### src/rtl/emmc_dev_cmd_responder_if.sv
// ---------------------------------------------------------------------------
// emmc_dev_cmd_responder_if
// Bundles the CMD line pins and the command/response handshake between the
// eMMC device-side CMD responder and the device logic that serves it.
//   slave  : the responder itself (samples cmd_i, drives cmd_o/cmd_oe_o,
//            presents received commands, accepts responses).
//   master : the device logic / bench (drives cmd_i and the response offer).
// Signals:
//   cmd_i, cmd_o, cmd_oe_o           CMD line level in, level out, output enable
//   cmd_valid_o, cmd_err_o           one-cycle pulses: good command / bad token
//   cmd_idx_o[5:0], cmd_arg_o[31:0]  last good command index and argument
//   rsp_valid_i, rsp_ready_o         response handshake
//   rsp_type_i[1:0], rsp_data_i[127:0] response kind and payload
//   busy_o                           responder not idle
// ---------------------------------------------------------------------------
interface emmc_dev_cmd_responder_if;
    logic         cmd_i;
    logic         cmd_o;
    logic         cmd_oe_o;
    logic         cmd_valid_o;
    logic [5:0]   cmd_idx_o;
    logic [31:0]  cmd_arg_o;
    logic         cmd_err_o;
    logic         rsp_valid_i;
    logic         rsp_ready_o;
    logic [1:0]   rsp_type_i;
    logic [127:0] rsp_data_i;
    logic         busy_o;

    modport slave (
        input  cmd_i, rsp_valid_i, rsp_type_i, rsp_data_i,
        output cmd_o, cmd_oe_o, cmd_valid_o, cmd_idx_o, cmd_arg_o, cmd_err_o,
               rsp_ready_o, busy_o
    );

    modport master (
        output cmd_i, rsp_valid_i, rsp_type_i, rsp_data_i,
        input  cmd_o, cmd_oe_o, cmd_valid_o, cmd_idx_o, cmd_arg_o, cmd_err_o,
               rsp_ready_o, busy_o
    );
endinterface

### src/rtl/emmc_dev_cmd_responder.sv
// ---------------------------------------------------------------------------
// emmc_dev_cmd_responder
// Device-side end of the eMMC CMD line. Deserialises 48-bit host command
// tokens, checks the transmission bit, CRC7 and end bit, presents the command
// index/argument, then serialises the R1/R3 (48-bit) or R2 (136-bit) response
// supplied by the device logic after the NCR turnaround.
// Parameters:
//   NCR_CYCLES  clocks from end-bit sampling edge to start-bit drive (2..63)
//   RSP_TIMEOUT clocks after the end bit within which a response is accepted
// Ports:
//   clk    CMD line clock, rising edge
//   rst_n  asynchronous active-low reset; aborts any frame and frees the line
//   bus    emmc_dev_cmd_responder_if.slave (CMD pins + command/response I/F)
// ---------------------------------------------------------------------------
module emmc_dev_cmd_responder #(
    parameter int NCR_CYCLES  = 2,
    parameter int RSP_TIMEOUT = 64
) (
    input  logic                            clk,
    input  logic                            rst_n,
    emmc_dev_cmd_responder_if.slave         bus
);
    // Wait counter must reach RSP_TIMEOUT and keep counting through TX_WAIT.
    localparam int              CW        = $clog2(RSP_TIMEOUT + NCR_CYCLES + 4);
    localparam logic [CW-1:0]   TIMEOUT_C = CW'(RSP_TIMEOUT);
    localparam logic [CW-1:0]   START_C   = CW'(NCR_CYCLES + 1);
    localparam logic [CW-1:0]   ONE_C     = CW'(1);

    typedef enum logic [2:0] {
        IDLE,
        RX,
        SKIP,
        WAIT_RSP,
        TX_WAIT,
        TX
    } state_t;

    state_t         state_reg,    state_next;
    logic [5:0]     bit_cnt_reg,  bit_cnt_next;   // token bits received so far
    logic [44:0]    rx_shift_reg, rx_shift_next;  // idx, arg, crc after 46 shifts
    logic [6:0]     crc_reg,      crc_next;       // shared by RX and TX
    logic [CW-1:0]  wait_cnt_reg, wait_cnt_next;  // clocks since end-bit edge
    logic [135:0]   tx_shift_reg, tx_shift_next;  // MSB-aligned response frame
    logic [7:0]     tx_cnt_reg,   tx_cnt_next;    // response bits driven so far
    logic           tx_long_reg,  tx_long_next;   // 136-bit R2 frame
    logic           tx_crc_reg,   tx_crc_next;    // R1: CRC7 generated on the fly
    logic           release_reg,  release_next;   // line just released: ignore cmd_i
    logic           cmd_o_reg,    cmd_o_next;
    logic           cmd_oe_reg,   cmd_oe_next;
    logic           valid_reg,    valid_next;
    logic           err_reg,      err_next;
    logic [5:0]     idx_reg,      idx_next;
    logic [31:0]    arg_reg,      arg_next;

    // One bit of the x^7 + x^3 + 1 LFSR, MSB-first data.
    function automatic logic [6:0] crc7_step(input logic [6:0] crc, input logic din);
        logic fb;
        fb = din ^ crc[6];
        return {crc[5:0], 1'b0} ^ (fb ? 7'h09 : 7'h00);
    endfunction

    always_ff @(posedge clk or negedge rst_n) begin
        if (!rst_n) begin
            state_reg    <= IDLE;
            bit_cnt_reg  <= '0;
            rx_shift_reg <= '0;
            crc_reg      <= '0;
            wait_cnt_reg <= '0;
            tx_shift_reg <= '0;
            tx_cnt_reg   <= '0;
            tx_long_reg  <= 1'b0;
            tx_crc_reg   <= 1'b0;
            release_reg  <= 1'b0;
            cmd_o_reg    <= 1'b1;
            cmd_oe_reg   <= 1'b0;
            valid_reg    <= 1'b0;
            err_reg      <= 1'b0;
            idx_reg      <= '0;
            arg_reg      <= '0;
        end else begin
            state_reg    <= state_next;
            bit_cnt_reg  <= bit_cnt_next;
            rx_shift_reg <= rx_shift_next;
            crc_reg      <= crc_next;
            wait_cnt_reg <= wait_cnt_next;
            tx_shift_reg <= tx_shift_next;
            tx_cnt_reg   <= tx_cnt_next;
            tx_long_reg  <= tx_long_next;
            tx_crc_reg   <= tx_crc_next;
            release_reg  <= release_next;
            cmd_o_reg    <= cmd_o_next;
            cmd_oe_reg   <= cmd_oe_next;
            valid_reg    <= valid_next;
            err_reg      <= err_next;
            idx_reg      <= idx_next;
            arg_reg      <= arg_next;
        end
    end

    always_comb begin
        state_next    = state_reg;
        bit_cnt_next  = bit_cnt_reg;
        rx_shift_next = rx_shift_reg;
        crc_next      = crc_reg;
        wait_cnt_next = wait_cnt_reg;
        tx_shift_next = tx_shift_reg;
        tx_cnt_next   = tx_cnt_reg;
        tx_long_next  = tx_long_reg;
        tx_crc_next   = tx_crc_reg;
        release_next  = 1'b0;
        cmd_o_next    = cmd_o_reg;
        cmd_oe_next   = cmd_oe_reg;
        valid_next    = 1'b0;
        err_next      = 1'b0;
        idx_next      = idx_reg;
        arg_next      = arg_reg;

        case (state_reg)
            IDLE: begin
                if (!bus.cmd_i && !cmd_oe_reg && !release_reg) begin
                    // Start bit is 0, so it leaves the zero-initialised CRC unchanged.
                    state_next   = RX;
                    bit_cnt_next = 6'd1;
                    crc_next     = 7'd0;
                end
            end

            RX: begin
                bit_cnt_next  = bit_cnt_reg + 6'd1;
                rx_shift_next = {rx_shift_reg[43:0], bus.cmd_i};
                // CRC covers token bits 1..40 (start through arg[0]).
                if (bit_cnt_reg <= 6'd39) begin
                    crc_next = crc7_step(crc_reg, bus.cmd_i);
                end
                if (bit_cnt_reg == 6'd1 && !bus.cmd_i) begin
                    // Transmission bit 0: another device's response on the bus.
                    state_next = SKIP;
                end else if (bit_cnt_reg == 6'd47) begin
                    if (bus.cmd_i && (rx_shift_reg[6:0] == crc_reg)) begin
                        valid_next    = 1'b1;
                        idx_next      = rx_shift_reg[44:39];
                        arg_next      = rx_shift_reg[38:7];
                        wait_cnt_next = ONE_C;
                        state_next    = WAIT_RSP;
                    end else begin
                        err_next   = 1'b1;
                        state_next = IDLE;
                    end
                end
            end

            SKIP: begin
                if (bit_cnt_reg == 6'd47) begin
                    state_next = IDLE;
                end else begin
                    bit_cnt_next = bit_cnt_reg + 6'd1;
                end
            end

            WAIT_RSP: begin
                wait_cnt_next = wait_cnt_reg + ONE_C;
                if (bus.rsp_valid_i) begin
                    if (bus.rsp_type_i == 2'd0) begin
                        state_next = IDLE;
                    end else begin
                        tx_long_next = (bus.rsp_type_i == 2'd2);
                        tx_crc_next  = (bus.rsp_type_i == 2'd1);
                        crc_next     = 7'd0;
                        if (bus.rsp_type_i == 2'd2) begin
                            tx_shift_next = {2'b00, 6'h3F, bus.rsp_data_i[127:1], 1'b1};
                        end else begin
                            // R3 carries all-ones in place of index and CRC; for
                            // R1 the CRC slot is overridden while shifting out.
                            tx_shift_next = {2'b00,
                                             (bus.rsp_type_i == 2'd3) ? 6'h3F : idx_reg,
                                             bus.rsp_data_i[31:0], 7'h7F, 1'b1, 88'd0};
                        end
                        state_next = TX_WAIT;
                    end
                end else if (!bus.cmd_i) begin
                    // New host token before any response: abandon and decode it.
                    state_next   = RX;
                    bit_cnt_next = 6'd1;
                    crc_next     = 7'd0;
                end else if (wait_cnt_reg == TIMEOUT_C) begin
                    state_next = IDLE;
                end
            end

            TX_WAIT: begin
                wait_cnt_next = wait_cnt_reg + ONE_C;
                if (wait_cnt_reg >= START_C) begin
                    cmd_oe_next   = 1'b1;
                    cmd_o_next    = tx_shift_reg[135];
                    tx_shift_next = {tx_shift_reg[134:0], 1'b1};
                    crc_next      = crc7_step(crc_reg, tx_shift_reg[135]);
                    tx_cnt_next   = 8'd1;
                    state_next    = TX;
                end
            end

            TX: begin
                if (tx_cnt_reg == (tx_long_reg ? 8'd136 : 8'd48)) begin
                    cmd_oe_next  = 1'b0;
                    cmd_o_next   = 1'b1;
                    release_next = 1'b1;
                    state_next   = IDLE;
                end else begin
                    tx_cnt_next   = tx_cnt_reg + 8'd1;
                    tx_shift_next = {tx_shift_reg[134:0], 1'b1};
                    if (tx_crc_reg && tx_cnt_reg >= 8'd40 && tx_cnt_reg <= 8'd46) begin
                        cmd_o_next = crc_reg[6];
                        crc_next   = {crc_reg[5:0], 1'b0};
                    end else begin
                        cmd_o_next = tx_shift_reg[135];
                        if (tx_cnt_reg < 8'd40) begin
                            crc_next = crc7_step(crc_reg, tx_shift_reg[135]);
                        end
                    end
                end
            end

            default: begin
                state_next = IDLE;
            end
        endcase
    end

    assign bus.cmd_o       = cmd_o_reg;
    assign bus.cmd_oe_o    = cmd_oe_reg;
    assign bus.cmd_valid_o = valid_reg;
    assign bus.cmd_err_o   = err_reg;
    assign bus.cmd_idx_o   = idx_reg;
    assign bus.cmd_arg_o   = arg_reg;
    assign bus.rsp_ready_o = (state_reg == WAIT_RSP);
    assign bus.busy_o      = (state_reg != IDLE);

endmodule

### src/flat_wrapper.sv
// flat-port wrapper written by rule: the top's interface ports become plain ports
module emmc_dev_cmd_responder_flat 
#(
    parameter int NCR_CYCLES  = 2,
    parameter int RSP_TIMEOUT = 64
)
  (clk, rst_n, bus_cmd_i, bus_rsp_valid_i, bus_rsp_type_i, bus_rsp_data_i, bus_cmd_o, bus_cmd_oe_o, bus_cmd_valid_o, bus_cmd_idx_o, bus_cmd_arg_o, bus_cmd_err_o, bus_rsp_ready_o, bus_busy_o);
  emmc_dev_cmd_responder_if bus_i ();
  input  logic clk;
  input  logic rst_n;
  input wire logic [$bits(bus_i.cmd_i)-1:0] bus_cmd_i;
  input wire logic [$bits(bus_i.rsp_valid_i)-1:0] bus_rsp_valid_i;
  input wire logic [$bits(bus_i.rsp_type_i)-1:0] bus_rsp_type_i;
  input wire logic [$bits(bus_i.rsp_data_i)-1:0] bus_rsp_data_i;
  output wire logic [$bits(bus_i.cmd_o)-1:0] bus_cmd_o;
  output wire logic [$bits(bus_i.cmd_oe_o)-1:0] bus_cmd_oe_o;
  output wire logic [$bits(bus_i.cmd_valid_o)-1:0] bus_cmd_valid_o;
  output wire logic [$bits(bus_i.cmd_idx_o)-1:0] bus_cmd_idx_o;
  output wire logic [$bits(bus_i.cmd_arg_o)-1:0] bus_cmd_arg_o;
  output wire logic [$bits(bus_i.cmd_err_o)-1:0] bus_cmd_err_o;
  output wire logic [$bits(bus_i.rsp_ready_o)-1:0] bus_rsp_ready_o;
  output wire logic [$bits(bus_i.busy_o)-1:0] bus_busy_o;
  assign bus_i.cmd_i = bus_cmd_i;
  assign bus_i.rsp_valid_i = bus_rsp_valid_i;
  assign bus_i.rsp_type_i = bus_rsp_type_i;
  assign bus_i.rsp_data_i = bus_rsp_data_i;
  assign bus_cmd_o = bus_i.cmd_o;
  assign bus_cmd_oe_o = bus_i.cmd_oe_o;
  assign bus_cmd_valid_o = bus_i.cmd_valid_o;
  assign bus_cmd_idx_o = bus_i.cmd_idx_o;
  assign bus_cmd_arg_o = bus_i.cmd_arg_o;
  assign bus_cmd_err_o = bus_i.cmd_err_o;
  assign bus_rsp_ready_o = bus_i.rsp_ready_o;
  assign bus_busy_o = bus_i.busy_o;
  emmc_dev_cmd_responder #(.NCR_CYCLES(NCR_CYCLES), .RSP_TIMEOUT(RSP_TIMEOUT)) u_core (.clk(clk), .rst_n(rst_n), .bus(bus_i));
endmodule
### config.mk
export PLATFORM = sky130hd
export DESIGN_NAME = emmc_dev_cmd_responder_flat
export DESIGN_NICKNAME = d
export VERILOG_FILES = /design/src/rtl/emmc_dev_cmd_responder_if.sv /design/src/rtl/emmc_dev_cmd_responder.sv /design/src/flat_wrapper.sv
export SDC_FILE = /design/constraint.sdc
export NUM_CORES = 1
export LEC_CHECK = 0
export CORE_UTILIZATION = 40
export CTS_CLUSTER_SIZE = 24
export DETAILED_ROUTE_END_ITERATION = 16
export GPL_ROUTABILITY_DRIVEN = 1
export PLACE_DENSITY = 0.61
export SYNTH_ARGS = -nofsm -noshare
export SYNTH_HDL_FRONTEND = slang
export SYNTH_SLANG_ARGS = --single-unit
export TNS_END_PERCENT = 1
### constraint.sdc
create_clock -name clk -period 3.9 [get_ports clk]
set_input_delay 0.975 -clock clk [delete_from_list [all_inputs] [get_ports clk]]
set_output_delay 0.975 -clock clk [all_outputs]
set_load 0.1 [all_outputs]
=== After elaboration in Yosys (flattened, before gate mapping) ===
Index checks and enable logic that the tools add are counted.

* Bits in writable memories: 0
* Flip-flop bits (word level): 257
* Memories: 0
* Latch bits: 0
* Bits in read-only memories: 0
* Output and inout bits: 44

* Eq/ne operators: 32
* Muxes and demuxes: 61
* Div/mod/pow operators: 0
* Shift operators: 0
* Bitwise gates (word level): 6
* Order comparisons: 5
* Add/subtract/negate cells: 3
* Multipliers: 0
* Reductions and logical operators: 28

{| class="wikitable"
|+ Operator list
! operator !! number
|-
| 2-to-1 mux 136 bit || 4
|-
| one-hot mux 136 bit (3 select lines) || 1
|-
| 2-to-1 mux 134 bit || 1
|-
| 2-to-1 mux 7 bit || 12
|-
| one-hot mux 7 bit (5 select lines) || 1
|-
| 2-to-1 mux 3 bit || 10
|-
| 2-to-1 mux 6 bit || 5
|-
| 2-to-1 mux 8 bit || 3
|-
| one-hot mux 6 bit (4 select lines) || 1
|-
| one-hot mux 3 bit (6 select lines) || 1
|-
| one-hot mux 8 bit (2 select lines) || 1
|-
| 2-to-1 mux 1 bit || 15
|-
| != test 2 x 1 -> 1 bit, second input constant || 7
|-
| != test 2 bit, second input constant || 7
|-
| one-hot mux 7 bit (2 select lines) || 1
|-
| XOR 7 bit || 2
|-
| AND reduction 5 bit || 2
|-
| AND reduction 3 bit || 3
|-
| adder 8 x 1 -> 8 bit, second input constant || 1
|-
| == test 8 bit || 1
|-
| greater-or-equal comparator 8 x 6 -> 1 bit, second input constant || 1
|-
| less-or-equal comparator 8 x 6 -> 1 bit, second input constant || 1
|-
| < comparator 8 x 6 -> 1 bit, second input constant || 1
|-
| 2-to-1 mux 4 bit || 2
|-
| 33 further kinds || 51
|}

=== Longest topological paths before layout ===
* Word-level depth: 7
* Depth in mapped cells: 10
* Gate-level depth less buffers: 7

=== Worst setup path after synthesis ===
OpenSTA, ideal clock, no wires.

* Kind: register to register
* Start point: register u_core.state_reg[2]
* End point: register u_core.tx_shift_reg[100]
* Path slack: 1330 ps
* Data arrival time: 2445 ps
* Data required time: 3775 ps
* Cell stages (with the launch flop): 10
* Library setup time: 125 ps
* Clock period less this slack: 2570 ps
* Path through: dfrtp_1 > buf_2 > nand3b_1 > inv_1 > nand3b_1 > and2_4 > buf_6 > buf_12 > buf_12 > mux2_4

* Word-level cells in the longest chain between the ends: 3
* Elaborated cells on any way between the ends: 10

{| class="wikitable"
|+ RTL lines
! item !! RTL line !! text
|-
| start: declaration || emmc_dev_cmd_responder.sv:38 || <nowiki>state_t state_reg, state_next;</nowiki>
|-
| start signal: assignment || emmc_dev_cmd_responder.sv:81 || <nowiki>state_reg <= state_next;</nowiki>
|-
| == test 3 x 2 -> 1 bit (*) || -- ||
|-
| named net bus_rsp_ready_o || flat_wrapper.sv:21 || <nowiki>output wire logic [$bits(bus_i.rsp_ready_o)-1:0] bus_rsp_ready_o;</nowiki>
|-
| != test 2 bit (no source line) or nonzero test 3 bit (tied branches) || -- ||
|-
| AND reduction 5 bit (no source line) || -- ||
|-
| end signal: assignment || emmc_dev_cmd_responder.sv:86 || <nowiki>tx_shift_reg <= tx_shift_next;</nowiki>
|-
| end: declaration || emmc_dev_cmd_responder.sv:43 || <nowiki>logic [135:0] tx_shift_reg, tx_shift_next;</nowiki>
|}

The timed path passes the listed nets; every way through them passes the cells marked *.
A chain may end at the register's enable or synchronous reset.

=== Worst setup path in the final report ===
* Start point: register u_core.idx_reg[5], in the netlist u_core.bus.cmd_idx_o[5]
* End point: output port bus_cmd_idx_o[5]

{| class="wikitable"
|+ RTL lines
! item !! RTL line !! text
|-
| start: declaration || emmc_dev_cmd_responder.sv:52 || <nowiki>logic [5:0] idx_reg, idx_next;</nowiki>
|-
| start signal: assignment || emmc_dev_cmd_responder.sv:95 || <nowiki>idx_reg <= idx_next;</nowiki>
|-
| end: declaration || flat_wrapper.sv:18 || <nowiki>output wire logic [$bits(bus_i.cmd_idx_o)-1:0] bus_cmd_idx_o;</nowiki>
|}

No word-level cell between the ends.

==> impl_summary.log <==
[metrics] switching power: 3760 µW
[metrics] most common cell after layout, fill and taps aside: sky130_fd_sc_hd__dfrtp_1
[metrics] combinational cell fraction of total power: 0.375
[metrics] fraction of final layout cells with drive strength greater than 1: 0.201
[metrics] remaining global-route overflow: 0
[metrics] average cell area after synthesis: 11.5 µm²
[metrics] Setup-failing EPs final: 0
[metrics] pin count of the biggest net entering global routing: 158
[metrics] cts-stage hold buffer count: 0
[metrics] number of levels the H-tree was split into: 1
[metrics] buffer and inverter count on the worst path: 1
[metrics] num ports: 178
[metrics] category of the worst setup path launch point: flop
[metrics] number of global-route vias before repair: 8824
[metrics] top-area cell type share of the netlist area: 0.514
[metrics] share of power burned in registers: 0.369
[metrics] share of power burned in the clock network: 0.256
[metrics] final hold vios: 0
[metrics] width of the die: 179 µm
[metrics] Post-DP HPWL: 17.8 mm
[metrics] Seq cells post-synth: 257
[metrics] most frequent cells in the layout: 256 x sky130_fd_sc_hd__dfrtp_1, 205 x sky130_fd_sc_hd__nand2_1, 171 x sky130_fd_sc_hd__clkdlybuf4s50_1
[metrics] number of buffers between clock root and the deepest sink: 3
[metrics] Max-slew headroom: 0.308
[metrics] unrepaired setup endpoints after global routing: no
[metrics] CTS sink count: 257
[metrics] leading cell types by total area after synthesis: sky130_fd_sc_hd__dfrtp_1 51%, sky130_fd_sc_hd__mux2_2 9.4%, sky130_fd_sc_hd__mux2_4 7.3%, sky130_fd_sc_hd__a22o_1 6.3%, sky130_fd_sc_hd__nand2_1 6.2%
[metrics] class of the most critical setup path: reg2out
[metrics] DRT Wirelength: 27.9 mm
[metrics] ys async rst share: 1.00
[metrics] crit-path leading delay family: buffers and inverters
[metrics] min Tclk post-route: 3.12 ns
[metrics] count of buffers inserted at the top-level ports: 177
[metrics] Internal Dissipation: 7130 µW
[metrics] library cell occupying the most area in the post-synthesis netlist: sky130_fd_sc_hd__dfrtp_1
[metrics] net count reported at finish: 1379
[metrics] PwrDens: 700 mW/mm²
[metrics] cells along the critical path: clkdlybuf4s50_1
[metrics] Crit. Startpoint: u_core.bus.cmd_idx_o[5]
[metrics] Synth Cell Area: 0.0125 mm²
[metrics] Total Power: 10900 µW
[metrics] Placeable Area: 0.0306 mm²
[metrics] post-route clock period utilization: 0.799
[metrics] placed instance area: 0.0145 mm²
[metrics] Initial Utilization: 0.407
[metrics] final instance area: 0.0155 mm²
[metrics] type of the most critical hold path: in2async
[metrics] Peak VDD IR: 0.000638 V
[metrics] reported leakage power: 0.00743 µW
[metrics] filler instances: 2711
[metrics] worst slack at placement: 0.723 ns
[metrics] Seq/Total Area, Yosys: 0.516
[metrics] crit-path max FO: 3
[metrics] post-CTS setup buffer count: 0
[metrics] dominant register cell in the synthesized netlist: sky130_fd_sc_hd__dfrtp_1
[metrics] number of distinct library cells after synthesis: 56
[metrics] warnings from Yosys: 0
[metrics] number of max-cap violations: 0
[metrics] detailed-routing iteration count for the pre-antenna-repair pass: 4
[metrics] outcome: complete, no violations
[metrics] Worst Clk Skew: 0.0168 ns
[metrics] worst flop-to-flop path startpoint: u_core.wait_cnt_reg[0]
[metrics] number of rows in the core area: 64
[metrics] number of synthesized flops with an enable pin: 0
[metrics] post-route DRC violation count: 0
[metrics] maximum clock frequency: 321 MHz
[metrics] antenna cells: 0
[metrics] number of CTS-inserted buffers: 30
[metrics] area of the die: 0.0319 mm²
[metrics] antenna violations before repair: 0
[metrics] data arrival time at the worst-slack endpoint: 2.14 ns
[metrics] CTS clock-pin slew for the worst setup and hold paths: 0.06 ns
[metrics] cell at the root of the clock tree: sky130_fd_sc_hd__clkbuf_16
[metrics] area grow syn2layout: 24.7%
[metrics] cell count after synthesis: 1082
[metrics] CTS tree: yes
[metrics] final number of max-transition violations: 0
[metrics] chip height: 179 µm
[metrics] post-cts sizing count: 0
[metrics] endpoint kind of the worst setup timing path: output pin
[metrics] drt initial violations: 501
[metrics] vias after detailed routing: 8585
[metrics] Via density: 5.18
[metrics] delay of the slowest cell on the worst path: 1.17 ns
[metrics] highest-delay cell along the critical path: sky130_fd_sc_hd__clkdlybuf4s50_1
[metrics] routed length per placed instance: 16.8 µm
[metrics] Required @ worst endpoint: 2.92 ns
[metrics] Routability Congestion: 0.826
[metrics] switching share of total power: 0.345
[metrics] number of nets in the synthesized netlist: 1223
[metrics] worst setup slack after layout: 0.782 ns
[metrics] clock latency on the worst-skew pair: 0.54 ns
[metrics] Largest register FFs: 136
[metrics] Final ANT Viol Nets: 0
[metrics] wire length of the first global-routing pass: 45.9 mm
[metrics] global routing usage summed across all routing layers: 0.177
[metrics] Final TNS setup: 0 ns
[metrics] post-layout utilization of the core: 0.508
[metrics] Worst Max-Slew Pin Slew: 1.04 ns
==> area by class of cell <==
cell class,count,area (µm²),area share
clock inverter,6,61.3,0.00394
tap,396,495,0.0319
inverter,27,101,0.00652
timing repair buffer,199,2020,0.130
sequential,257,6430,0.414
multi-input combinational,723,5490,0.353
clock buffer,49,943,0.0607
==> cells in the mapped netlist, types with 9 or more instances <==
library cell	number
sky130_fd_sc_hd__a21oi_1	10
sky130_fd_sc_hd__a22o_1	89
sky130_fd_sc_hd__buf_2	9
sky130_fd_sc_hd__buf_4	10
sky130_fd_sc_hd__clkbuf_1	41
sky130_fd_sc_hd__dfrtp_1	256
sky130_fd_sc_hd__inv_1	27
sky130_fd_sc_hd__mux2_2	104
sky130_fd_sc_hd__mux2_4	61
sky130_fd_sc_hd__mux2i_1	47
sky130_fd_sc_hd__nand2_1	205
sky130_fd_sc_hd__nand3_1	11
sky130_fd_sc_hd__nor2_1	25
sky130_fd_sc_hd__o21ai_0	63
sky130_fd_sc_hd__o22ai_1	9
==> power groups by stage <==
stage	Sequential (µW)	Combinational, µW	Clock [µW]
2_1_floorplan	3890	3440	0
3_3_place_gp	4030	4050	0
3_5_place_dp	4050	4120	0
4_1_cts	4010	4140	2870
5_1_grt	4130	4510	2980
6_report	4010	4090	2780
==> stage by stage <==
stage / hold WS (ns) / cells
2_1_floorplan: 0.440 / 1082
3_3_place_gp: 0.455 / 1602
3_5_place_dp: 0.458 / 1602
4_1_cts: 0.460 / 1657
5_1_grt: 0.473 / 1657
6_report: 0.428 / 1657
==> final timing paths <==
| kind | end | slack [ns] | cells past startpoint |
|---|---|---|---|
| worst max register to register | u_core.tx_shift_reg[7] | 0.91 | 7 |
| max in group asynchronous | u_core.tx_shift_reg[56] | 2.60 | 2 |
| worst min-delay path | u_core.tx_shift_reg[81] | 0.43 | 1 |
| min in group clk | u_core.rx_shift_reg[44] | 0.48 | 2 |
| worst max-delay path | bus_cmd_idx_o[5] | 0.78 | 1 |
| worst min register to register | u_core.rx_shift_reg[44] | 0.48 | 2 |
==> per-layer routing <==
| layer | share of wire | global-route usage |
|---|---|---|
| met5 | 0 | 0 |
| met4 | 0.016 | 0.0367 |
| met3 | 0.059 | 0.0354 |
| met2 | 0.44 | 0.276 |
| met1 | 0.49 | 0.254 |
==> logic make-up (layout without fill, tap and decap cells) <==
logic type,after synthesis,in the layout,share of synthesized area
AOI/OAI and AO/OA,201,201,0.116
xor gates and xnor gates,12,12,0.00843
adders and majority gates,7,7,0.00703
buffers and inverters,102,281,0.0463
DFF,257,257,0.516
muxes,212,212,0.205
and+or+nand+nor,291,291,0.101
No activity file was read; power rests on OpenSTA's default activity.
